## config.mk

```make
export PLATFORM = sky130hd
export DESIGN_NAME = fnd_scan_controller_flat
export DESIGN_NICKNAME = d
export VERILOG_FILES = /design/src/rtl/fnd_scan_controller_if.sv /design/src/rtl/fnd_scan_controller.sv /design/src/flat_wrapper.sv
export SDC_FILE = /design/constraint.sdc
export NUM_CORES = 1
export LEC_CHECK = 0
export CAP_MARGIN = 20
export CELL_PAD_IN_SITES_DETAIL_PLACEMENT = 0
export CELL_PAD_IN_SITES_GLOBAL_PLACEMENT = 2
export CORE_ASPECT_RATIO = 0.9
export CORE_MARGIN = 2
export CORE_UTILIZATION = 43
export CTS_BUF_LIST = sky130_fd_sc_hd__clkbuf_8
export CTS_CLUSTER_SIZE = 40
export DETAILED_ROUTE_END_ITERATION = 8
export DONT_BUFFER_PORTS = 1
export GPL_ROUTABILITY_DRIVEN = 0
export PLACE_DENSITY = 0.9
export SLEW_MARGIN = 20
export SYNTH_ARGS = -nofsm -noshare
export SYNTH_HDL_FRONTEND = slang
export SYNTH_SLANG_ARGS = --single-unit
```

## constraint.sdc

```tcl
create_clock -name i_clk -period 2.3 [get_ports i_clk]
set_clock_uncertainty 0.15 [all_clocks]
set_input_delay 0.46 -clock i_clk [delete_from_list [all_inputs] [get_ports i_clk]]
set_output_delay 0.46 -clock i_clk [all_outputs]
set_load 0.02 [all_outputs]
```

## src/rtl/fnd_scan_controller_if.sv

```systemverilog
// Load/convert request and scanned digit bundle
// for the FND scan controller.
interface fnd_scan_controller_if;
  logic        i_Load;
  logic [13:0] i_Binary;
  logic        o_Busy;
  logic        o_Done;
  logic        o_Overflow;
  logic        o_EN;
  logic [1:0]  o_DigitSelect;
  logic [3:0]  o_Value;

  modport master (
    output i_Load,
    output i_Binary,
    input  o_Busy,
    input  o_Done,
    input  o_Overflow,
    input  o_EN,
    input  o_DigitSelect,
    input  o_Value
  );

  modport slave (
    input  i_Load,
    input  i_Binary,
    output o_Busy,
    output o_Done,
    output o_Overflow,
    output o_EN,
    output o_DigitSelect,
    output o_Value
  );
endinterface

```

## src/rtl/fnd_scan_controller.sv

```systemverilog
// Binary-to-BCD double-dabble converter with a
// time-multiplexed 4-digit scan and leading-zero blanking.
module fnd_scan_controller #(
  parameter int REFRESH_DIV = 100000,
  parameter bit BLANK_LZ    = 1'b1
) (
  input  logic i_clk,
  input  logic i_reset_n,
  fnd_scan_controller_if.slave bus
);

  localparam int PW = $clog2(REFRESH_DIV);

  typedef enum logic [1:0] {
    IDLE,
    CONVERT,
    DONE
  } state_t;

  state_t        state;
  state_t        state_nx;
  logic [3:0]    cnt;
  logic [13:0]   bin;
  logic [15:0]   bcd;
  logic [15:0]   disp;
  logic          ovf_pend;
  logic          ovf;
  logic [PW-1:0] presc;
  logic [1:0]    idx;

  logic          busy;
  logic          done;
  logic          load_go;
  logic [13:0]   clamp;
  logic [15:0]   bcd_adj;
  logic [29:0]   shf;
  logic          lead;

  assign clamp = (bus.i_Binary > 14'd9999) ?
                 14'd9999 : bus.i_Binary;

  always_comb begin
    bcd_adj = bcd;
    for (int i = 0; i < 4; i++) begin
      if (bcd[i*4 +: 4] >= 4'd5)
        bcd_adj[i*4 +: 4] = bcd[i*4 +: 4] + 4'd3;
    end
  end

  assign shf = {bcd_adj, bin} << 1;

  always_ff @(posedge i_clk or negedge i_reset_n) begin
    if (!i_reset_n) state <= IDLE;
    else            state <= state_nx;
  end

  always_comb begin
    state_nx = state;
    busy     = 1'b0;
    done     = 1'b0;
    load_go  = 1'b0;
    unique case (state)
      IDLE: begin
        if (bus.i_Load) begin
          load_go  = 1'b1;
          state_nx = CONVERT;
        end
      end
      CONVERT: begin
        busy = 1'b1;
        if (cnt == 4'd13) state_nx = DONE;
      end
      DONE: begin
        busy     = 1'b1;
        done     = 1'b1;
        state_nx = IDLE;
      end
      default: state_nx = IDLE;
    endcase
  end

  always_ff @(posedge i_clk or negedge i_reset_n) begin
    if (!i_reset_n) begin
      cnt      <= '0;
      bin      <= '0;
      bcd      <= '0;
      disp     <= '0;
      ovf_pend <= 1'b0;
      ovf      <= 1'b0;
    end else if (load_go) begin
      cnt      <= '0;
      bin      <= clamp;
      bcd      <= '0;
      ovf_pend <= (bus.i_Binary > 14'd9999);
    end else if (state == CONVERT) begin
      cnt <= cnt + 4'd1;
      bin <= shf[13:0];
      bcd <= shf[29:14];
      // final shift lands straight in the display
      if (cnt == 4'd13) begin
        disp <= shf[29:14];
        ovf  <= ovf_pend;
      end
    end
  end

  always_ff @(posedge i_clk or negedge i_reset_n) begin
    if (!i_reset_n) begin
      presc <= '0;
      idx   <= '0;
    end else if (presc == PW'(REFRESH_DIV - 1)) begin
      presc <= '0;
      idx   <= idx + 2'd1;
    end else begin
      presc <= presc + {{(PW-1){1'b0}}, 1'b1};
    end
  end

  always_comb begin
    lead = 1'b1;
    unique case (idx)
      2'd1:    lead = |disp[15:4];
      2'd2:    lead = |disp[15:8];
      2'd3:    lead = |disp[15:12];
      default: lead = 1'b1;
    endcase
  end

  assign bus.o_Busy        = busy;
  assign bus.o_Done        = done;
  assign bus.o_Overflow    = ovf;
  assign bus.o_DigitSelect = idx;
  assign bus.o_Value       = disp[{idx, 2'b00} +: 4];
  assign bus.o_EN          = BLANK_LZ ? lead : 1'b1;

endmodule

```

## src/flat_wrapper.sv

```systemverilog
// flat-port wrapper written by rule: the top's interface ports become plain ports
module fnd_scan_controller_flat 
#(
  parameter int REFRESH_DIV = 100000,
  parameter bit BLANK_LZ    = 1'b1
)
  (i_clk, i_reset_n, bus_i_Load, bus_i_Binary, bus_o_Busy, bus_o_Done, bus_o_Overflow, bus_o_EN, bus_o_DigitSelect, bus_o_Value);
  fnd_scan_controller_if bus_i ();
  input  logic i_clk;
  input  logic i_reset_n;
  input wire logic [$bits(bus_i.i_Load)-1:0] bus_i_Load;
  input wire logic [$bits(bus_i.i_Binary)-1:0] bus_i_Binary;
  output wire logic [$bits(bus_i.o_Busy)-1:0] bus_o_Busy;
  output wire logic [$bits(bus_i.o_Done)-1:0] bus_o_Done;
  output wire logic [$bits(bus_i.o_Overflow)-1:0] bus_o_Overflow;
  output wire logic [$bits(bus_i.o_EN)-1:0] bus_o_EN;
  output wire logic [$bits(bus_i.o_DigitSelect)-1:0] bus_o_DigitSelect;
  output wire logic [$bits(bus_i.o_Value)-1:0] bus_o_Value;
  assign bus_i.i_Load = bus_i_Load;
  assign bus_i.i_Binary = bus_i_Binary;
  assign bus_o_Busy = bus_i.o_Busy;
  assign bus_o_Done = bus_i.o_Done;
  assign bus_o_Overflow = bus_i.o_Overflow;
  assign bus_o_EN = bus_i.o_EN;
  assign bus_o_DigitSelect = bus_i.o_DigitSelect;
  assign bus_o_Value = bus_i.o_Value;
  fnd_scan_controller #(.REFRESH_DIV(REFRESH_DIV), .BLANK_LZ(BLANK_LZ)) u_core (.i_clk(i_clk), .i_reset_n(i_reset_n), .bus(bus_i));
endmodule
```

==> qor.yml <==
status:
  outcome: "finished, final reports clean"
drt:
  first_pass_iters: 4
  wire_per_inst_um: 14.6
  drcViolationCount: 0
  wirelength_um: 7480
  drt-initial-drc-count: 113
  vias: 2749
  drtAntennaViolNets: 0
  viasPerCell: 5.36
sta:
  finalSetupViolCount: 0
  fmaxAchievable_mhz: 435
  finalCritPeriodShare: 0.999
  period_needed_ps: 2300
  tns_ps: 0
  finalHoldViolations: 0
  relSlewSlack: 0.657
  grt_setup_unrepaired: "yes"
  tightest_slew_ps: 513
  timing.hold.ws_ps: 90.6
  slew_violations: 0
global_route:
  grt_start_max_net_pins: 74
  track_usage: 0.170
  antenna_found_initial: 0
  grt_overflow: 0
  grt_pass1_wl_um: 13300
  grt_pass1_vias: 2686
power_and_ir_drop:
  powerDensity_nw_per_um2: 1030
  p_switching_w: 0.00153
  vdd_drop_max_uv: 456
  swShare: 0.343
  combinationalPowerShare: 0.328
  clockPowerShare: 0.273
  power.leakage_nw: 1.86
  intPower_w: 0.00293
  power_frac_seq: 0.399
finish:
  final_common_cell: "dfrtp_1"
  fill_cells: 848
  drive_gt1_frac: 0.117
  fin_util: 0.500
  final_cell_mix: "dfrtp_1, nand2_1, o21ai_0"
  layout.nets: 426
  antenna_cells: 0
  synthToLayoutAreaGrowth_pct: 12.3
  fin_area_um2: 4330
clock_tree:
  cts_tree: "yes"
  cts.path.max_buffers: 2
  cts.clk_slew.worst_paths_ps: 80
  clock_latency_ps: 340
  root_buffer: "clkbuf_8"
  cts_sinks: 73
  cts_made_buffers: 9
  htree_levels: 3
yosys:
  ys_types: 44
  synth_warnings: 0
  yosys.area.top_type: "dfrtp_1"
  ys_seq_area_frac: 0.474
  postSynthRegisterBits: 73
  syn_avg_cell_area_um2: 10.0
  netlist_instances: 384
  synth_nets: 421
  synth_top_area_share: 0.474
  synthesis.area_um2: 3850
  yosys-top-cells-area: "dfrtp_1, ha_1, o21ai_0"
worst_setup_path:
  slowest_delay_ps: 560
  end_kind: "output port"
  arrival_ps: 1690
  cpMaxStageDelayCell: "or4_4"
  cp_max_fo: 3
  rr_startpoint: "u_core.bcd[5]"
  crit_type: "reg -> out"
  required_ps: 1690
  worstPathCellList: "or4_4, a211oi_2, o21bai_2"
  cp-startpoint: "u_core.disp[14]"
  critPathLaunchType: "flop"
floorplanning:
  fp.dieH_um: 93.8
  die_x_um: 104
  die_area_um2: 9740
  ios: 27
  num_rows: 32
  core_um2: 8650
  initial_core_util: 0.446
worst_hold_path:
  hold_path.class: "in -> reg"
  min-delay-start: "bus_i_Binary[4]"
placed_design:
  place_area_um2: 4020
  hpwl_um: 5030
  io_buffers: 0
job:
  drv_cap: 0
stage by stage:
| step | setup slack (ps) | cells | total power (W) |
|---|---|---|---|
| floorplan | 251 | 384 | 0.00288 |
| global placement | 318 | 494 | 0.00318 |
| detailed placement | 297 | 494 | 0.00324 |
| CTS | 5.24 | 511 | 0.00448 |
| global route | -50.9 | 513 | 0.00483 |
| finish | 2.10 | 513 | 0.00446 |
synth_stat cells:
library cell,n
dfrtp_1,73
nand2_1,46
o21ai_0,39
a21oi_1,25
ha_1,20
nor2_1,19
mux2i_1,16
inv_1,15
nand3_1,13
xnor2_1,12
clkbuf_1,11
xor2_1,8
a211oi_1,7
nor2b_1,7
or3_1,7
nor3b_1,6
or4_1,5
mux4_2,4
nand2b_1,4
o2bb2ai_1,4
and2_1,3
buf_1,3
mux2_2,3
nand4_1,3
nor3_1,3
o21a_1,3
o31ai_1,3
a2111oi_0,2
and4_1,2
buf_2,2
nand3b_1,2
o32ai_1,2
and2b_2,1
and3_1,1
and4_2,1
buf_6,1
nand2_2,1
nand4b_1,1
nor4_1,1
nor4_4,1
o21ai_2,1
o21bai_1,1
or4_4,1
or4bb_4,1
power groups by stage:
stage                     clock, W  sequential (W)  combinational (W)
after global routing       0.00131         0.00183            0.00169
after floorplan                  0         0.00172            0.00116
final                      0.00122         0.00178            0.00146
after detailed placement         0         0.00180            0.00143
after CTS                  0.00125         0.00178            0.00145
after global placement           0         0.00179            0.00139
worst max-delay path, delay by kind of cell (launching register included):
kind,cells,cell delay [ps]
simple gates,1,560
flops,1,410
compound gates,2,380
per-layer routing:
metal  track usage  wire length [um]  vias up  part of all wire
met5             0                 0        -                 0
met4        0.0304                47        0            0.0063
met2         0.262              3300       41              0.44
met3        0.0472               268        5             0.036
li1              -                 -     1359                 -
met1         0.243              3870     1344              0.52
flip-flops by register name (all words and copies together), names as in the netlist:
register and flops:
u_core.bcd 16, u_core.bin 14, u_core.bus.o_DigitSelect 2, u_core.bus.o_Overflow 1, u_core.cnt 4, u_core.disp 16
u_core.ovf_pend 1, u_core.presc 17, u_core.state 2
final timing paths:
path                                               endpoint  slack [ps]  depth (start not counted)
worst max-delay path                               bus_o_EN           2                          3
worst min-delay path                          u_core.bin[4]          90                          1
worst max register to register                u_core.bcd[6]         410                          6
worst min register to register              u_core.ovf_pend         330                          2
max in group asynchronous       u_core.bus.o_DigitSelect[0]        1170                          2
min in group asynchronous                     u_core.cnt[0]         490                          2
repair_timing:
action / CTS / global route
pin swaps: 3 / 0
setup endpoints to repair: 1 / 1
resized for setup: 4 / 2
endpoints found under the hold margin: 73 / 73
buffers inserted: 1 / 0
area by class of cell:
cell class / instances / area [um^2] / area share
Inverter: 15 / 56.3 / 0.0130
Tap cell: 119 / 149 / 0.0344
Sequential cell: 73 / 1830 / 0.422
Timing Repair Buffer: 11 / 130 / 0.0301
Clock buffer: 10 / 138 / 0.0318
Multi-Input combinational cell: 279 / 1920 / 0.444
Clock inverter: 6 / 106 / 0.0246
cell families after synthesis:
kind of cell               Yosys count  synth area share
AOI/OAI and AO/OA                   87             0.131
xor gates and xnor gates            20            0.0455
adders and majority gates           20            0.0649
buffers and inverters               32            0.0338
DFF                                 73             0.474
muxes                               23            0.0737
and+or+nand+nor                    129             0.177
No activity file was read; power rests on OpenSTA's default activity.
